$ cat config.mk
export PLATFORM = sky130hd
export DESIGN_NAME = ex_ctrl_skid_stage
export DESIGN_NICKNAME = d
export VERILOG_FILES = /design/src/rtl/ex_ctrl_pkg.sv /design/src/rtl/ex_ctrl_sat_cnt.sv /design/src/rtl/ex_ctrl_skid_stage.sv
export SDC_FILE = /design/constraint.sdc
export NUM_CORES = 1
export LEC_CHECK = 0
export ABC_AREA = 1
export BUFFER_PORTS_ARGS = -buffer_cell sky130_fd_sc_hd__buf_2
export CORE_MARGIN = 1
export CORE_UTILIZATION = 50
export CTS_BUF_LIST = sky130_fd_sc_hd__clkbuf_8 sky130_fd_sc_hd__clkbuf_16
export DETAILED_ROUTE_END_ITERATION = 10
export HOLD_SLACK_MARGIN = 0.03
export PLACE_DENSITY = 0.84
export RECOVER_POWER = 25
export SETUP_SLACK_MARGIN = 0.05
export SLEW_MARGIN = 20
export SYNTH_ARGS = -nofsm -noshare
export SYNTH_HDL_FRONTEND = slang
export SYNTH_SLANG_ARGS = --single-unit
$ cat constraint.sdc
create_clock -name clk -period 2.2 [get_ports clk]
set_clock_uncertainty 0.05 [all_clocks]
set_input_delay 0.44 -clock clk [delete_from_list [all_inputs] [get_ports clk]]
set_output_delay 0.44 -clock clk [all_outputs]
set_load 0.01 [all_outputs]
$ cat src/rtl/ex_ctrl_pkg.sv
// Shared types and constants for the ID/EX execute-control skid stage.
package ex_ctrl_pkg;

   localparam int EX_ALU_OP_W    = 7;
   localparam int EX_ALU_FUNC3_W = 3;
   localparam int EX_ALU_FUNC7_W = 7;

   typedef enum logic [1:0] {
      EMPTY = 2'd0,
      ONE   = 2'd1,
      FULL  = 2'd2
   } ex_ctrl_state_e;

   typedef struct packed {
      logic                      reg_to_pc;
      logic                      alu_src;
      logic [EX_ALU_OP_W-1:0]    alu_op;
      logic [EX_ALU_FUNC3_W-1:0] alu_func3;
      logic [EX_ALU_FUNC7_W-1:0] alu_func7;
   } ex_ctrl_t;

   // addi x0,x0,0 with immediate operand B
   localparam ex_ctrl_t EX_CTRL_NOP = '{
      reg_to_pc: 1'b0,
      alu_src:   1'b1,
      alu_op:    7'b0010011,
      alu_func3: 3'b000,
      alu_func7: 7'b0000000
   };

endpackage

$ cat src/rtl/ex_ctrl_sat_cnt.sv
// 16-bit saturating event counter, cleared only by asynchronous reset.
module ex_ctrl_sat_cnt (
   input  logic        clk,
   input  logic        reset,
   input  logic        inc,
   output logic [15:0] cnt
);

   always_ff @(posedge clk or posedge reset) begin
      if (reset) begin
         cnt <= '0;
      end else if (inc && (cnt != 16'hFFFF)) begin
         cnt <= cnt + 16'd1;
      end
   end

endmodule

$ cat src/rtl/ex_ctrl_skid_stage.sv
// ID/EX execute-control register with ready/valid handshake and 2-entry skid buffer.
// Optional performance counters are built only when EX_CTRL_PERF_EN is defined.
//
// state | meaning
// EMPTY | no bundle held, outputs show the NOP bubble
// ONE   | main entry valid, skid free
// FULL  | main and skid valid, input not accepted
module ex_ctrl_skid_stage
   import ex_ctrl_pkg::*;
#(
   parameter int                         ALU_OP_WIDTH    = EX_ALU_OP_W,
   parameter int                         ALU_FUNC3_WIDTH = EX_ALU_FUNC3_W,
   parameter int                         ALU_FUNC7_WIDTH = EX_ALU_FUNC7_W,
   parameter logic [ALU_OP_WIDTH-1:0]    NOP_ALU_OP      = EX_CTRL_NOP.alu_op,
   parameter logic                       NOP_ALU_SRC     = EX_CTRL_NOP.alu_src
) (
   input  logic                       clk,
   input  logic                       reset,
   input  logic                       flush,
   input  logic                       in_valid,
   output logic                       in_ready,
   input  logic                       reg_to_pc_in,
   input  logic                       alu_src_in,
   input  logic [ALU_OP_WIDTH-1:0]    alu_op_in,
   input  logic [ALU_FUNC3_WIDTH-1:0] alu_func3_in,
   input  logic [ALU_FUNC7_WIDTH-1:0] alu_func7_in,
   output logic                       out_valid,
   input  logic                       out_ready,
   output logic                       reg_to_pc_out,
   output logic                       alu_src_out,
   output logic [ALU_OP_WIDTH-1:0]    alu_op_out,
   output logic [ALU_FUNC3_WIDTH-1:0] alu_func3_out,
   output logic [ALU_FUNC7_WIDTH-1:0] alu_func7_out,
   output logic [15:0]                perf_stall_cnt,
   output logic [15:0]                perf_flush_cnt
);

   localparam int BW = 2 + ALU_OP_WIDTH + ALU_FUNC3_WIDTH + ALU_FUNC7_WIDTH;
   localparam logic [BW-1:0] NOP_B = {1'b0, NOP_ALU_SRC, NOP_ALU_OP,
                                      {ALU_FUNC3_WIDTH{1'b0}}, {ALU_FUNC7_WIDTH{1'b0}}};

   ex_ctrl_state_e  st_q, st_d;
   logic [BW-1:0]   main_q, skid_q, in_b;
   logic            in_fire, out_fire;
   logic            load_main_in, load_main_skid, load_skid;

   assign in_b      = {reg_to_pc_in, alu_src_in, alu_op_in, alu_func3_in, alu_func7_in};
   // Ready depends only on held state and flush/reset, never on out_ready.
   assign in_ready  = (st_q != FULL) && !flush && !reset;
   assign out_valid = (st_q != EMPTY);
   assign in_fire   = in_valid && in_ready;
   assign out_fire  = out_valid && out_ready;

   always_comb begin
      st_d           = st_q;
      load_main_in   = 1'b0;
      load_main_skid = 1'b0;
      load_skid      = 1'b0;
      if (flush) begin
         st_d = EMPTY;
      end else begin
         unique case (st_q)
            EMPTY: begin
               if (in_fire) begin
                  st_d         = ONE;
                  load_main_in = 1'b1;
               end
            end
            ONE: begin
               if (in_fire && out_fire) begin
                  load_main_in = 1'b1;
               end else if (in_fire) begin
                  st_d      = FULL;
                  load_skid = 1'b1;
               end else if (out_fire) begin
                  st_d = EMPTY;
               end
            end
            FULL: begin
               if (out_fire) begin
                  st_d           = ONE;
                  load_main_skid = 1'b1;
               end
            end
            default: st_d = EMPTY;
         endcase
      end
   end

   always_ff @(posedge clk or posedge reset) begin
      if (reset) begin
         st_q   <= EMPTY;
         main_q <= NOP_B;
         skid_q <= NOP_B;
      end else begin
         st_q <= st_d;
         if (load_main_in) begin
            main_q <= in_b;
         end else if (load_main_skid) begin
            main_q <= skid_q;
         end
         if (load_skid) begin
            skid_q <= in_b;
         end
      end
   end

   assign {reg_to_pc_out, alu_src_out, alu_op_out, alu_func3_out, alu_func7_out} =
      out_valid ? main_q : NOP_B;

`ifdef EX_CTRL_PERF_EN
   ex_ctrl_sat_cnt u_stall_cnt (
      .clk   (clk),
      .reset (reset),
      .inc   (out_valid && !out_ready),
      .cnt   (perf_stall_cnt)
   );

   ex_ctrl_sat_cnt u_flush_cnt (
      .clk   (clk),
      .reset (reset),
      .inc   (flush),
      .cnt   (perf_flush_cnt)
   );
`else
   assign perf_stall_cnt = 16'd0;
   assign perf_flush_cnt = 16'd0;
`endif

endmodule
# After elaboration in Yosys (flattened, before gate mapping)
# Cells that the tools add are included.
# word_totals
reg_bits,40
inputBits,24
out_inout_bits,53
wordCells,41
# op_classes
eq_ne,7
muxes,20
n_reduce_logical,11
# op_table
op,count
19-bit 2-to-1 mux,3
2-bit 2-to-1 mux,6
1-bit 2-to-1 mux,9
3-bit inequality test (second input constant),3
2-bit one-hot mux with 3 select lines,1
1-bit logical AND,5
4-bit inequality test (second input constant),1
4-bit AND reduction,1
2-bit nonzero test,2
2-bit by 1-bit equality test with 1-bit output (second input constant),1
2-bit equality test (second input constant),1
1-bit logical NOT,2
2-bit logical NOT,1
2-bit inequality test (second input constant),1
1-bit one-hot mux with 2 select lines,1

# Depth between registers and ports, before layout
# logic_depth
depth_word,9
mapped_depth,8

# Worst setup path before layout
# Ideal clock, no wire load.
# synth_path
path_type,reg-to-output
start,register st_q[0]
end,output alu_op_out[0]
arrival_ns,0.985
setup_slack_ns,0.725
path_stages_with_launch,4
cell_sequence,dfrtp_1 > nor2_1 > clkbuf_1 > or2_2
# synth_via
elab_chain_cells,2
# synth_rtl
element,line_no,source
start: declaration,ex_ctrl_skid_stage.sv:42,"ex_ctrl_state_e st_q, st_d;"
start signal: assignment,ex_ctrl_skid_stage.sv:96,st_q <= st_d;
2-bit nonzero test,ex_ctrl_skid_stage.sv:50,assign out_valid = (st_q != EMPTY);
19-bit 2-to-1 mux,ex_ctrl_skid_stage.sv:109,out_valid ? main_q : NOP_B;
end: declaration,ex_ctrl_skid_stage.sv:31,"output logic [ALU_OP_WIDTH-1:0] alu_op_out,"
# No other way between the ends.

# Worst setup path in the final report
# layout_path
start,register st_q[0]
end,output alu_op_out[1]
# The elaborated chain is that of the path after synthesis.

==> flow_summary.ini <==
[status]
status = finished, final reports clean

[routing]
wl_per_cell_um = 11.8
via_per_inst = 4.91
vias = 1791
dr.pass1.iters = 4
first_iter_violations = 128
routed_wl_um = 4300
ant_nets = 0
drc = 0

[sta]
worstMarginPinSlew_ns = 0.973
slew_viol_final = 0
setup_viol = 0
hold_viol_final = 0
period_needed_ns = 1.95
rsz0062_at_grt = no
timing.slew.headroom_pct = 35.1
fin_crit_sh_pct = 88.5
fmax_mhz = 514
tns_ns = 0

[clock_network]
cts_max_path_buffers = 2
insertion_delay_ns = 0.29
postCtsSetupRepairBufs = 0
cts_root_buffer = clkbuf_8
cts_tree = yes
h-tree-depth = 2
cts_resized = 0
cts_hold_buffers = 0
clock-sinks = 40
numCtsBuffers = 5
clk_pin_slew_ns = 0.07

[grt]
grt_antenna_before_repair = 0
grt_use_total_pct = 19.9
grt_pass1_wl_um = 6810
grt_remaining_overflow = 0
grt_max_degree = 41
grt_pass1_vias = 1567

[pwr]
switching_share_pct = 33.7
p_seq_share_pct = 53.7
ir_worst_vdd_uv = 425
power_switching_mw = 0.750
clkPwrFrac_pct = 20.2
p_int_mw = 1.47
p_per_area_mw_per_mm2 = 911
comb_power_share_pct = 26.1
p_leak_nw = 1.35

[setup_path]
worstPathArrival_ns = 1.46
r2r_end = main_q[13]
crit_path_max_incr_delay_ns = 0.44
startpoint = st_q[0]
crit_fanout = 19
path_cells = nor2_1 -> buf_4 -> or2_2 -> buf_2
critPathSlowestCell = dfrtp_1
path_class = reg -> out
critPathRequiredTime_ns = 1.71
r2r-start = st_q[1]
crit_path_end_kind = output pin
worstSetupStartpointType = register
r2r_slack_ns = 0.64
reg2reg_depth = 6

[synthesis]
yosys_most_used_dff = dfrtp_1
yosysSeqAreaShare_pct = 45.5
synth-adder-area-share_pct = 0
synth_compound_area_share_pct = 13.9
syn-instance-count = 267
avgSynthCellArea_um2 = 8.32
synth_area_mm2 = 0.00222
synth_top_family_by_area = simple AND/OR/NAND/NOR gates
synthXorXnorAreaFrac_pct = 0
ys_async_sr_fraction_pct = 100
ys_warn_count = 0
yosys.area_share.simple_pct = 21.9
synth-edff-count = 0
synthDistinctLibCells = 24
ys_ff_latch = 40
synthMuxAreaShare_pct = 0

[floorplan]
die_w_um = 68.6
dieArea_mm2 = 0.00471
core-area_mm2 = 0.00414
rows = 23
start_util_pct = 53.6
die_h_um = 68.6
ios = 77

[cells_and_area]
antenna_cells = 0
drive_gt1_share_pct = 28.3
area_growth_syn_to_layout_pct = 10.0
nets = 339
layout.cells.non_filler = 365

[worst_hold_path]
worstHoldEndpoint = skid_q[17]
hp-class = in -> reg
min-delay-start = alu_src_in
whs_path_depth = 3

[place]
place_inst = 358
gp_congestion = 0.798
dp_hpwl_um = 3100
port_buffers = 44

[job]
maxCapViolations = 0
-- state kept, by name (all words and copies together) (netlist names) --
register / count
main_q: 19
skid_q: 19
st_q: 2
-- cells in the mapped netlist (2+ instances only) --
master	count	area, µm²
dfrtp_1	32	801
a22oi_1	9	67.6
nor2_1	21	78.8
nand3_1	2	10.0
a22oi_2	10	125
buf_6	5	56.3
o21ai_0	19	95.1
nor2_2	3	18.8
nand2_1	84	315
or2_2	4	25.0
nor2_4	2	22.5
clkbuf_1	5	18.8
dfstp_2	8	210
buf_4	32	240
inv_1	22	82.6
-- layout make-up --
cell class | instances | area, µm²
well taps | 50 | 62.6
clock inverters | 2 | 8.76
clock buffers | 5 | 68.8
repair buffers | 54 | 292
fillers | 364 | 1700
inverters | 23 | 86.3
flip-flops and latches | 40 | 1010
multi-input cells | 191 | 915
-- critical path: cells and delay by family, from the launching register on --
kind / cells / cell delay [ns]
flops: 1 / 0.44
simple gates: 2 / 0.38
buf+inv: 2 / 0.35
-- worst max path at each step --
stage | to | cells after the start
global route | alu_src_out | 4
CTS | alu_op_out[1] | 4
floorplan | alu_op_out[0] | 3
detailed placement | main_q[13] | 7
global placement | main_q[16] | 7
finish | alu_op_out[1] | 4
-- metal layers --
metal | GRT usage [%] | share of wire, % | vias up
met5 | 0 | 0 | -
met4 | 7.29 | 1.3 | 0
met3 | 3.95 | 5.1 | 6
met2 | 32.8 | 49 | 74
met1 | 25.7 | 44 | 845
li1 | - | - | 866
-- power groups by stage --
| stage | combinational [mW] | clock (mW) | sequential [mW] |
|---|---|---|---|
| after detailed placement | 0.589 | 0 | 1.20 |
| after global routing | 0.681 | 0.483 | 1.22 |
| after CTS | 0.591 | 0.458 | 1.19 |
| final | 0.582 | 0.448 | 1.19 |
| after floorplan | 0.458 | 0 | 1.16 |
| after global placement | 0.562 | 0 | 1.19 |
-- cell families after synthesis --
group / after synthesis
flops: 40
buf+inv: 67
simple gates: 118
other cells: 1
compound gates: 41
-- cells in the final DEF, fill, tap and decap left out, types with 2 or more instances in the layout --
| cell | Yosys | final |
|---|---|---|
| or2_2 | 4 | 4 |
| nor2_1 | 21 | 21 |
| buf_2 | 1 | 43 |
| nor2_2 | 3 | 3 |
| inv_1 | 22 | 23 |
| clkbuf_8 | 0 | 5 |
| dfstp_2 | 8 | 8 |
| buf_4 | 32 | 9 |
| a22oi_1 | 9 | 9 |
| nor2_4 | 2 | 2 |
| conb_1 | 1 | 32 |
| a22oi_2 | 10 | 10 |
| nand3_1 | 2 | 2 |
| nand2_1 | 84 | 84 |
| dfrtp_1 | 32 | 32 |
| o21ai_0 | 19 | 19 |
-- stage by stage --
step	power (mW)	hold WS (ns)	setup slack, ns	util, %	cell area (µm²)
final	2.23	0.310	0.253	59.0	2440
after global routing	2.38	0.317	0.139	59.0	2440
after CTS	2.24	0.253	0.239	59.1	2450
after detailed placement	1.79	0.410	0.525	57.2	2370
after global placement	1.75	0.404	0.548	57.2	2370
after floorplan	1.62	0.393	0.725	-	2340
(Power assumes the default switching activity.)
